==> src/rtl/dsp_pkg.sv <==
// Shared DSP helpers: accumulator width rule and legal block-length range.
package dsp_pkg;

    localparam int LOG2N_MIN = 1;
    localparam int LOG2N_MAX = 8;

    function automatic int acc_width(input int iw, input int log2n);
        return iw + log2n;
    endfunction

endpackage

==> src/rtl/signed_adder.sv <==
// Combinational two's-complement adder; result is one bit wider than the wider operand.
module signed_adder #(
    parameter int AWIDTH = 16,
    parameter int BWIDTH = 16,
    localparam int SWIDTH = ((AWIDTH > BWIDTH) ? AWIDTH : BWIDTH) + 1
) (
    input  logic signed [AWIDTH-1:0] i_a,
    input  logic signed [BWIDTH-1:0] i_b,
    output logic signed [SWIDTH-1:0] o_sum
);

    always_comb begin
        o_sum = SWIDTH'(i_a) + SWIDTH'(i_b);
    end

endmodule

==> src/rtl/signed_acc_dump.sv <==
// Integrate-and-dump over blocks of 2^LOG2N signed samples with valid/ready on both sides.
// Define SIGNED_ACC_DUMP_MEAN_EN to emit the rounded block mean instead of the full sum.
module signed_acc_dump
    import dsp_pkg::*;
#(
    parameter int IWIDTH = 17,
    parameter int LOG2N  = 4,
    localparam int AW    = acc_width(IWIDTH, LOG2N),
`ifdef SIGNED_ACC_DUMP_MEAN_EN
    localparam int OWIDTH = IWIDTH
`else
    localparam int OWIDTH = AW
`endif
) (
    input  logic                     i_clk,
    input  logic                     i_rst_n,
    input  logic signed [IWIDTH-1:0] i_data,
    input  logic                     i_valid,
    output logic                     o_ready,
    input  logic                     i_clear,
    output logic signed [OWIDTH-1:0] o_data,
    output logic                     o_valid,
    input  logic                     i_ready
);

    generate
        if (LOG2N < LOG2N_MIN || LOG2N > LOG2N_MAX) begin : g_bad_log2n
            $error("signed_acc_dump: LOG2N out of range");
        end
    endgenerate

    localparam logic [LOG2N-1:0] CNT_LAST = '1;

    logic signed [AW-1:0]     r_acc;
    logic [LOG2N-1:0]         r_cnt;
    logic signed [OWIDTH-1:0] r_data;
    logic                     r_valid;

    logic signed [AW:0]       w_sum;
    logic signed [AW-1:0]     w_total;
    logic signed [OWIDTH-1:0] w_result;
    logic                     w_unused_msb;
    logic                     w_last;
    logic                     w_accept;
    logic                     w_dump;

    signed_adder #(
        .AWIDTH(AW),
        .BWIDTH(IWIDTH)
    ) u_adder (
        .i_a  (r_acc),
        .i_b  (i_data),
        .o_sum(w_sum)
    );

    // N samples of IWIDTH bits never exceed AW bits, so the carry bit is dropped.
    assign w_total      = w_sum[AW-1:0];
    assign w_unused_msb = w_sum[AW];

`ifdef SIGNED_ACC_DUMP_MEAN_EN
    localparam logic signed [AW:0] RND = (AW+1)'(1) << (LOG2N-1);
    logic signed [AW:0] w_rnd;
    logic [LOG2N:0]     w_unused_rnd;

    assign w_rnd        = {w_total[AW-1], w_total} + RND;
    assign w_result     = w_rnd[LOG2N +: IWIDTH];
    assign w_unused_rnd = {w_rnd[AW], w_rnd[LOG2N-1:0]};
`else
    assign w_result = w_total;
`endif

    assign w_last   = (r_cnt == CNT_LAST);
    // Stall only when a dump would overwrite a result nobody has taken yet.
    assign o_ready  = !(w_last && r_valid && !i_ready);
    assign w_accept = i_valid && o_ready;
    assign w_dump   = w_accept && w_last && !i_clear;

    always_ff @(posedge i_clk or negedge i_rst_n) begin
        if (!i_rst_n) begin
            r_acc <= '0;
            r_cnt <= '0;
        end else if (i_clear || w_dump) begin
            r_acc <= '0;
            r_cnt <= '0;
        end else if (w_accept) begin
            r_acc <= w_total;
            r_cnt <= r_cnt + 1'b1;
        end
    end

    always_ff @(posedge i_clk or negedge i_rst_n) begin
        if (!i_rst_n) begin
            r_data  <= '0;
            r_valid <= 1'b0;
        end else if (w_dump) begin
            r_data  <= w_result;
            r_valid <= 1'b1;
        end else if (r_valid && i_ready) begin
            r_valid <= 1'b0;
        end
    end

    assign o_data  = r_data;
    assign o_valid = r_valid;

endmodule

==> config.mk <==
export PLATFORM = sky130hd
export DESIGN_NAME = signed_acc_dump
export DESIGN_NICKNAME = d
export VERILOG_FILES = /design/src/rtl/dsp_pkg.sv /design/src/rtl/signed_adder.sv /design/src/rtl/signed_acc_dump.sv
export SDC_FILE = /design/constraint.sdc
export NUM_CORES = 1
export LEC_CHECK = 0
export BUFFER_PORTS_ARGS = -buffer_cell sky130_fd_sc_hd__buf_2
export CELL_PAD_IN_SITES_DETAIL_PLACEMENT = 0
export CELL_PAD_IN_SITES_GLOBAL_PLACEMENT = 1
export CORE_ASPECT_RATIO = 1.2
export CORE_UTILIZATION = 42
export CTS_BUF_LIST = sky130_fd_sc_hd__clkbuf_8
export DETAILED_ROUTE_END_ITERATION = 12
export PLACE_DENSITY = 0.83
export SLEW_MARGIN = 40
export SYNTH_ARGS = -nofsm -noshare
export SYNTH_HDL_FRONTEND = slang
export SYNTH_HIERARCHICAL = 1
export SYNTH_SLANG_ARGS = --single-unit
==> constraint.sdc <==
create_clock -name i_clk -period 2 [get_ports i_clk]
set_input_delay 0.5 -clock i_clk [delete_from_list [all_inputs] [get_ports i_clk]]
set_output_delay 0.5 -clock i_clk [all_outputs]
set_load 0.01 [all_outputs]
Word level (Yosys, flattened, before mapping) --
Index checks and enable logic that the tools add are counted.
Storage, ports and cells: flip-flop bits (word level) 47, bits of input ports 22, output and inout bits 23, word-level logic and storage cells 25
Cells by class: add/subtract/negate cells 2, equal/unequal tests 1, mux-type cells 6, reduce and logical (&&, ||, !) cells 12
Operators with widths (number):
- 21-bit two-way mux | 2
- 21-bit by 17-bit adder with 21-bit output | 1
- 4-bit two-way mux | 2
- 1-bit logical AND | 6
- 4-bit by 1-bit adder with 4-bit output (second input constant) | 1
- 4-bit equality test (second input constant) | 1
- 2-bit nonzero test | 2
- 1-bit logical NOT | 3
- 1-bit two-way mux | 2
- 1-bit logical OR | 1

Logic depth before layout (Yosys ltp) --
Gate-level depths: netlist (run 1).
depth after elaboration 9, mapped depth 10, mapped depth without buffers 10

Hierarchy --
Netlist (run 1), hierarchy kept.
By module, submodules not included:
- signed_acc_dump | instances 1, cells an instance 122, area each 1835.5 µm², sequential area each 1176.1 µm²
- signed_adder | instances 1, cells an instance 152, area each 1113.6 µm², sequential area each 0.0 µm²

Worst setup path before layout (run 1) --
No wires, ideal clock.
path kind input -> register, start point input port i_data[0], end point register r_data[18] (netlist: o_data[18]), library setup time 0.125 ns, arrival 2.189 ns, data required time 1.875 ns, path slack -0.314 ns, cell stages on the path 10, path buffers 0, cells stage by stage ha_1 inv_1 fa_1 nand2b_1 a21o_1 a21boi_1 o21ai_0 a21o_1 o311a_1 mux2_2
Between the ends: word-level cells in the longest chain between the ends 1
Ends and longest elaborated chain:
- start: declaration | line signed_acc_dump.sv:17 | input logic signed [IWIDTH-1:0] i_data,
- 21-bit by 17-bit adder with 21-bit output | line signed_adder.sv:13 | o_sum = SWIDTH'(i_a) + SWIDTH'(i_b);
- via w_sum[18] | line signed_acc_dump.sv:39 | logic signed [AW:0] w_sum;
- end signal: assignment | line signed_acc_dump.sv:96 | r_data <= w_result;
- end: declaration | line signed_acc_dump.sv:36 | logic signed [OWIDTH-1:0] r_data;
The timed path passes the listed nets, and every way through them passes these cells. A chain may end at the register's enable or synchronous reset.

Final worst setup path (run 1) --
start point register r_acc[13], end point register r_data[18] (netlist: o_data[18])
Between the ends: word-level cells in the longest chain between the ends 1
Ends and longest elaborated chain:
- start: declaration | line signed_acc_dump.sv:34 | logic signed [AW-1:0] r_acc;
- start signal: assignment | line signed_acc_dump.sv:86 | r_acc <= w_total;
- 21-bit by 17-bit adder with 21-bit output | line signed_adder.sv:13
- via w_sum[18] | line signed_acc_dump.sv:39
The timed path passes the listed nets, and every way through them passes these cells.

==> results.yml, run 1 <==
critical_path:
  crit_fanout: 4
  ff2ff_setup_slack_ps: -260
  cp_cell_sequence: "ha_4, a21o_1, a21oi_1, nor2b_1, a311oi_2, buf_4, nand2_2, o311a_1, mux2_4"
  r2r-end: "o_data[18]"
  worst-path-stages: 9
  rr_startpoint: "r_acc[13]"
  cp_slowest_cell: "dfrtp_1"
  rr_worst_depth: 9
  arrival_ps: 2460
  end_kind: "flip-flop"
  cp.required_ps: 2200
  startpoint: "r_acc[13]"
  cpPeakStageDelay_ps: 420
  criticalPathCategory: "reg -> reg"
  cp_num_buf_inv: 1
  crit_family: "compound AO/OA/AOI/OAI gates"
  worstSetupEndpoint: "o_data[18]"
  cp-start-kind: "flip-flop"
synth:
  synth-warning-count: 6
  synth.net_count: 315
  syn_area_mm2: 0.00292
  avgSynthCellArea_um2: 10.8
  syn_inst: 270
pwr:
  power.density_mw_per_mm2: 756
  power_w: 0.00300
  p_leak_nw: 1.98
  irDropWorstVdd_v: 0.000401
place:
  placed_cell_area_mm2: 0.00369
  io_buffers: 44
  dp_slack_ps: -533
  dp_cells: 436
  gp_congestion: 0.817
  place_hpwl_um: 4990
global_routing:
  grt_max_degree: 48
  grt-ovfl-total: 0
  grt_pass1_wl_um: 12000
  grt_use_total_pct: 21.0
  antenna_found_initial: 0
  grt_pass1_vias: 2565
routing:
  remaining_drc_errors: 0
  wl_met1_um: 3140
  drtIter0Drc: 82
  wl_met3_um: 241
  dr_wl_met2_um: 3640
  drt_pre_antenna_iters: 4
  routedWlPerCell_um: 15.8
  vias: 2476
  ant_nets: 0
  wl_um: 7130
  vias_per_cell: 5.49
  top_layer: "met4"
timing:
  worstMarginPinSlew_ps: 602
  timing.fmax_mhz: 442
  finalCritPeriodShare_pct: 113
  slew_violations: 0
  setup_viol: 24
  finalCriticalPeriod_ps: 2260
  grt_setup_unrepaired: "true"
  slew_headroom_pct: 59.9
  finalHoldViolCount: 0
  finClkSkew_ps: 5.57
  final.setup.worst_slack_ps: -262
clock_tree:
  cts_tree: "done"
  worstSkewPairLatency_ps: 310
  root_buffer: "clkbuf_8"
  clkTransAtPathRegs_ps: 90
  clkSinkCount: 47
  ctsHoldBuffers: 0
  cts_buffer_depth: 2
  cts_max_level: 2
  numCtsBuffers: 5
final_layout:
  nNetsFinal: 410
  area_growth_pct: 35.7
  drive_gt1_share_pct: 45.6
  n_fill_cell: 598
  fin_cells: 451
  antennaDiodeCount: 0
  stdcell_area_mm2: 0.00396
floorplan:
  fp-row-count: 32
  start_util_pct: 44.5
  chipHeight_um: 93.3
  dieArea_mm2: 0.00729
  core_mm2: 0.00657
  fp.dieW_um: 78.1
  io_pins: 45
run_status:
  status: "finished, violations left"
  violations: "negative setup slack"
run:
  cap_violations: 0
hold_path:
  min_path_type: "in -> async"
-- state kept, by name (all words and copies together) (netlist names) --
name and flops:
o_data 21, r_acc 21, r_cnt 4, o_valid 1
-- layout by cell type, fill, tap and decap left out, drive strengths merged, types with 2 or more instances in the layout --
master and instances:
buf 99, dfrtp 47, a32o 22, ha 22, mux2 21, a21oi 19
nand2 15, o21ai 12, nor2 11, a21o 10, xnor2 10, and3 9
inv 8, clkbuf 7, xor2 7, nand2b 6, nand3 5, nor2b 3
nor3 3, a211oi 3, a21boi 3, a311oi 3, a31oi 3, or2 2
and2 2
-- worst min path at each step --
stage                     slack [ps]       from         end
final                            280    i_rst_n  o_data[14]
after global routing             340    i_rst_n  o_data[11]
after CTS                        300    i_rst_n    r_acc[9]
after detailed placement         480  o_data[2]   o_data[2]
after global placement           470  o_data[2]   o_data[2]
after floorplan                  200    i_rst_n   o_data[0]
-- through the flow --
stage               hold slack [ps]  TNS, ps  utilization (%)
floorplan                       204    -1550                -
global placement                470    -8900             56.1
detailed placement              478    -9200             56.1
CTS                             298    -3570             59.5
global route                    337    -6170             60.3
finish                          278    -3320             60.3
-- per-layer routing --
metal / track usage [%] / up-vias
met1: 25.4 / 1217
li1: - / 1206
met4: 6.79 / 0
met2: 37.6 / 45
met5: 0 / -
met3: 3.41 / 8
-- worst reg2reg max path, cell delays in order, from the launching register on --
cell	delay [ps]
dfrtp_1	420
ha_4	260
a21o_1	150
a21oi_1	140
nor2b_1	70
a311oi_2	250
buf_4	180
nand2_2	80
o311a_1	330
mux2_4	270
-- timing repair --
item,CTS,global route
gates resized for setup,14,8
setup buffers,5,2
pin swaps,10,6
endpoints found under the setup margin,28,29
-- power breakdown --
part	switching [W]	internal, W	leakage (nW)
registers	0.0000581	0.00102	0.642
clock network	0.000352	0.000315	0.0505
logic	0.000603	0.000648	1.29
total	0.00101	0.00198	1.98
-- layout make-up --
cell class / instances / area (um2) / area share, %
clock buffer: 7 / 96.3 / 2.43
inverter: 8 / 30.0 / 0.758
clock inverter: 1 / 7.51 / 0.189
sequential: 47 / 1180 / 29.7
timing repair buffer: 99 / 653 / 16.5
multi-input combinational: 204 / 1890 / 47.8
tap: 85 / 106 / 2.68
Note: power is estimated with default switching activity, not from simulation.
==> inputs of run 2 (changes only) <==
==> constraint.sdc (replaced) <==
create_clock -name i_clk -period 2 [get_ports i_clk]
set_input_delay 0.5 -clock i_clk [delete_from_list [all_inputs] [get_ports i_clk]]
set_output_delay 0.5 -clock i_clk [all_outputs]
set_load 0.1 [all_outputs]
==> run 2 against run 1 <==
The run still ends with negative setup slack left. Combinational power rose by 17%. Register-to-register slack improved by 20 ps. Maximum frequency rose by 1.0%. Sequential power barely moved. Die area did not move. Non-clock buffer count rose by 22. Final cell count rose by 4.9%. First-iteration DRC count rose by 29%. Clock power fell by 13%. Setup slack improved by 23 ps. Design area rose by 9.1%. Global-route usage rose by 0.94 points. Critical path type unchanged. Critical endpoint is now o_data[12]. Largest cell class unchanged.
==> results.yml, run 2 (same netlist as run 1, synthesis figures left out) <==
final_layout:
  area_growth_pct: 48.0
  drive_gt1_share_pct: 53.9
  antennaDiodeCount: 0
  layout_commonest_cell: "buf_4"
  fin_cells: 473
  mostFrequentLayoutCells: "buf_4 (70), dfrtp_1 (46), buf_2 (43), a32o_1 (22), nand2_1 (12)"
  nNetsFinal: 432
  stdcell_area_mm2: 0.00432
global_routing:
  grt_pass1_wl_um: 12400
  grt-ovfl-total: 0
  grt_use_total_pct: 21.9
  antenna_found_initial: 0
  grt_pass1_vias: 2638
  grt_max_degree: 25
critical_path:
  cp_cell_sequence: "ha_4, inv_2, fa_2, nand2b_4, a21o_1, a21boi_2, or2_4, a31oi_4, xnor2_2, mux2_4"
  arrival_ps: 2430
  cp-start-kind: "flip-flop"
  rr_worst_depth: 10
  end_kind: "flip-flop"
  crit_fanout: 3
  cpPeakStageDelay_ps: 400
  cp_slowest_cell: "dfrtp_1"
  cp.required_ps: 2190
  criticalPathCategory: "reg -> reg"
routing:
  vias_per_cell: 5.62
  remaining_drc_errors: 0
  wl_um: 7890
  ant_nets: 0
  drt_pre_antenna_iters: 4
  routedWlPerCell_um: 16.7
  drtIter0Drc: 106
  vias: 2657
timing:
  worstMarginPinSlew_ps: 497
  slew_violations: 0
  finalHoldViolCount: 0
  timing.fmax_mhz: 447
  setup_viol: 27
  grt_setup_unrepaired: "true"
  final.setup.worst_slack_ps: -239
  hold_ws_ps: 178
  finalCriticalPeriod_ps: 2240
  finalCritPeriodShare_pct: 112
  slew_headroom_pct: 67.1
  finClkSkew_ps: 9.44
pwr:
  irDropWorstVdd_v: 0.000455
  p_leak_nw: 2.13
  p_int_w: 0.00202
  seqPwrFrac_pct: 34.6
  pwr-share-clk_pct: 18.7
  pwr-share-comb_pct: 46.7
  p_sw_w: 0.00110
  power_switching_share_pct: 35.4
  power.density_mw_per_mm2: 721
floorplan:
  fp-row-count: 32
  chipHeight_um: 93.3
  core_mm2: 0.00657
  dieArea_mm2: 0.00729
  io_pins: 45
  start_util_pct: 44.5
  fp.dieW_um: 78.1
clock_tree:
  ctsHoldBuffers: 0
  cts_max_level: 2
  numCtsBuffers: 5
  clkTransAtPathRegs_ps: 100
  root_buffer: "clkbuf_8"
  clkSinkCount: 47
  worstSkewPairLatency_ps: 310
  cts_tree: "done"
  cts_buffer_depth: 2
place:
  gp_congestion: 0.860
  dp_slack_ps: -458
  dp_cells: 443
  place_hpwl_um: 5180
  io_buffers: 44
  placed_cell_area_mm2: 0.00374
hold_path:
  min_path_type: "in -> async"
run_status:
  status: "finished, violations left"
  violations: "negative setup slack"
run:
  cap_violations: 0
[run 2: final timing paths]
kind	from	to	slack, ps
setup / recovery	r_acc[0]	o_data[12]	-240
hold / removal	i_rst_n	r_acc[14]	180
setup reg to reg	r_acc[0]	o_data[12]	-240
hold reg to reg	o_data[2]	o_data[2]	490
max in group asynchronous	i_rst_n	o_valid	1550
min in group i_clk	i_clear	r_cnt[2]	450
[run 2: routing by layer]
metal  vias to the layer above  GRT usage, %  part of all wire [%]
met4                         0          5.56                   1.8
li1                       1249             -                     -
met1                      1338          26.4                    41
met3                        12          3.61                   3.1
met2                        58          40.1                    54
met5                         -             0                     0
[run 2: per-stage QoR]
step / power, W / setup TNS [ps] / utilization [%]
final: 0.00312 / -4190 / 65.8
after CTS: 0.00296 / -3110 / 61.6
after floorplan: 0.00180 / -1560 / -
after global placement: 0.00221 / -8950 / 57.0
after detailed placement: 0.00224 / -9520 / 57.0
after global routing: 0.00331 / -7200 / 65.8
[run 2: power by group through the flow]
stage / combinational, W / sequential (W) / clock (W)
global route: 0.00157 / 0.00109 / 0.000648
finish: 0.00146 / 0.00108 / 0.000584
global placement: 0.00112 / 0.00109 / 0
CTS: 0.00127 / 0.00108 / 0.000608
detailed placement: 0.00114 / 0.00109 / 0
floorplan: 0.000714 / 0.00108 / 0
[run 2: timing repair]
action,CTS,global route
resized for setup,29,30
buffers inserted,8,14
pin swaps,17,18
endpoints found under the setup margin,29,29
[run 2: final cells by class]
class / count / area, um2
Clock inverter: 3 / 20.0
Timing Repair Buffer: 121 / 852
Fill cell: 520 / 2240
Multi-Input combinational cell: 204 / 2070
Inverter: 8 / 30.0
Sequential cell: 47 / 1180
Tap cell: 85 / 106
Clock buffer: 5 / 68.8
[run 2: worst max-delay path, delay by kind of cell, from the launching register on]
family | cells | cell delay, ps
AO/OA/AOI/OAI | 3 | 470
XOR/XNOR | 1 | 160
adder cells (fa/ha/maj) | 2 | 500
buffers and inverters | 1 | 40
flip-flops | 1 | 400
multiplexers | 1 | 260
AND/OR/NAND/NOR | 2 | 300
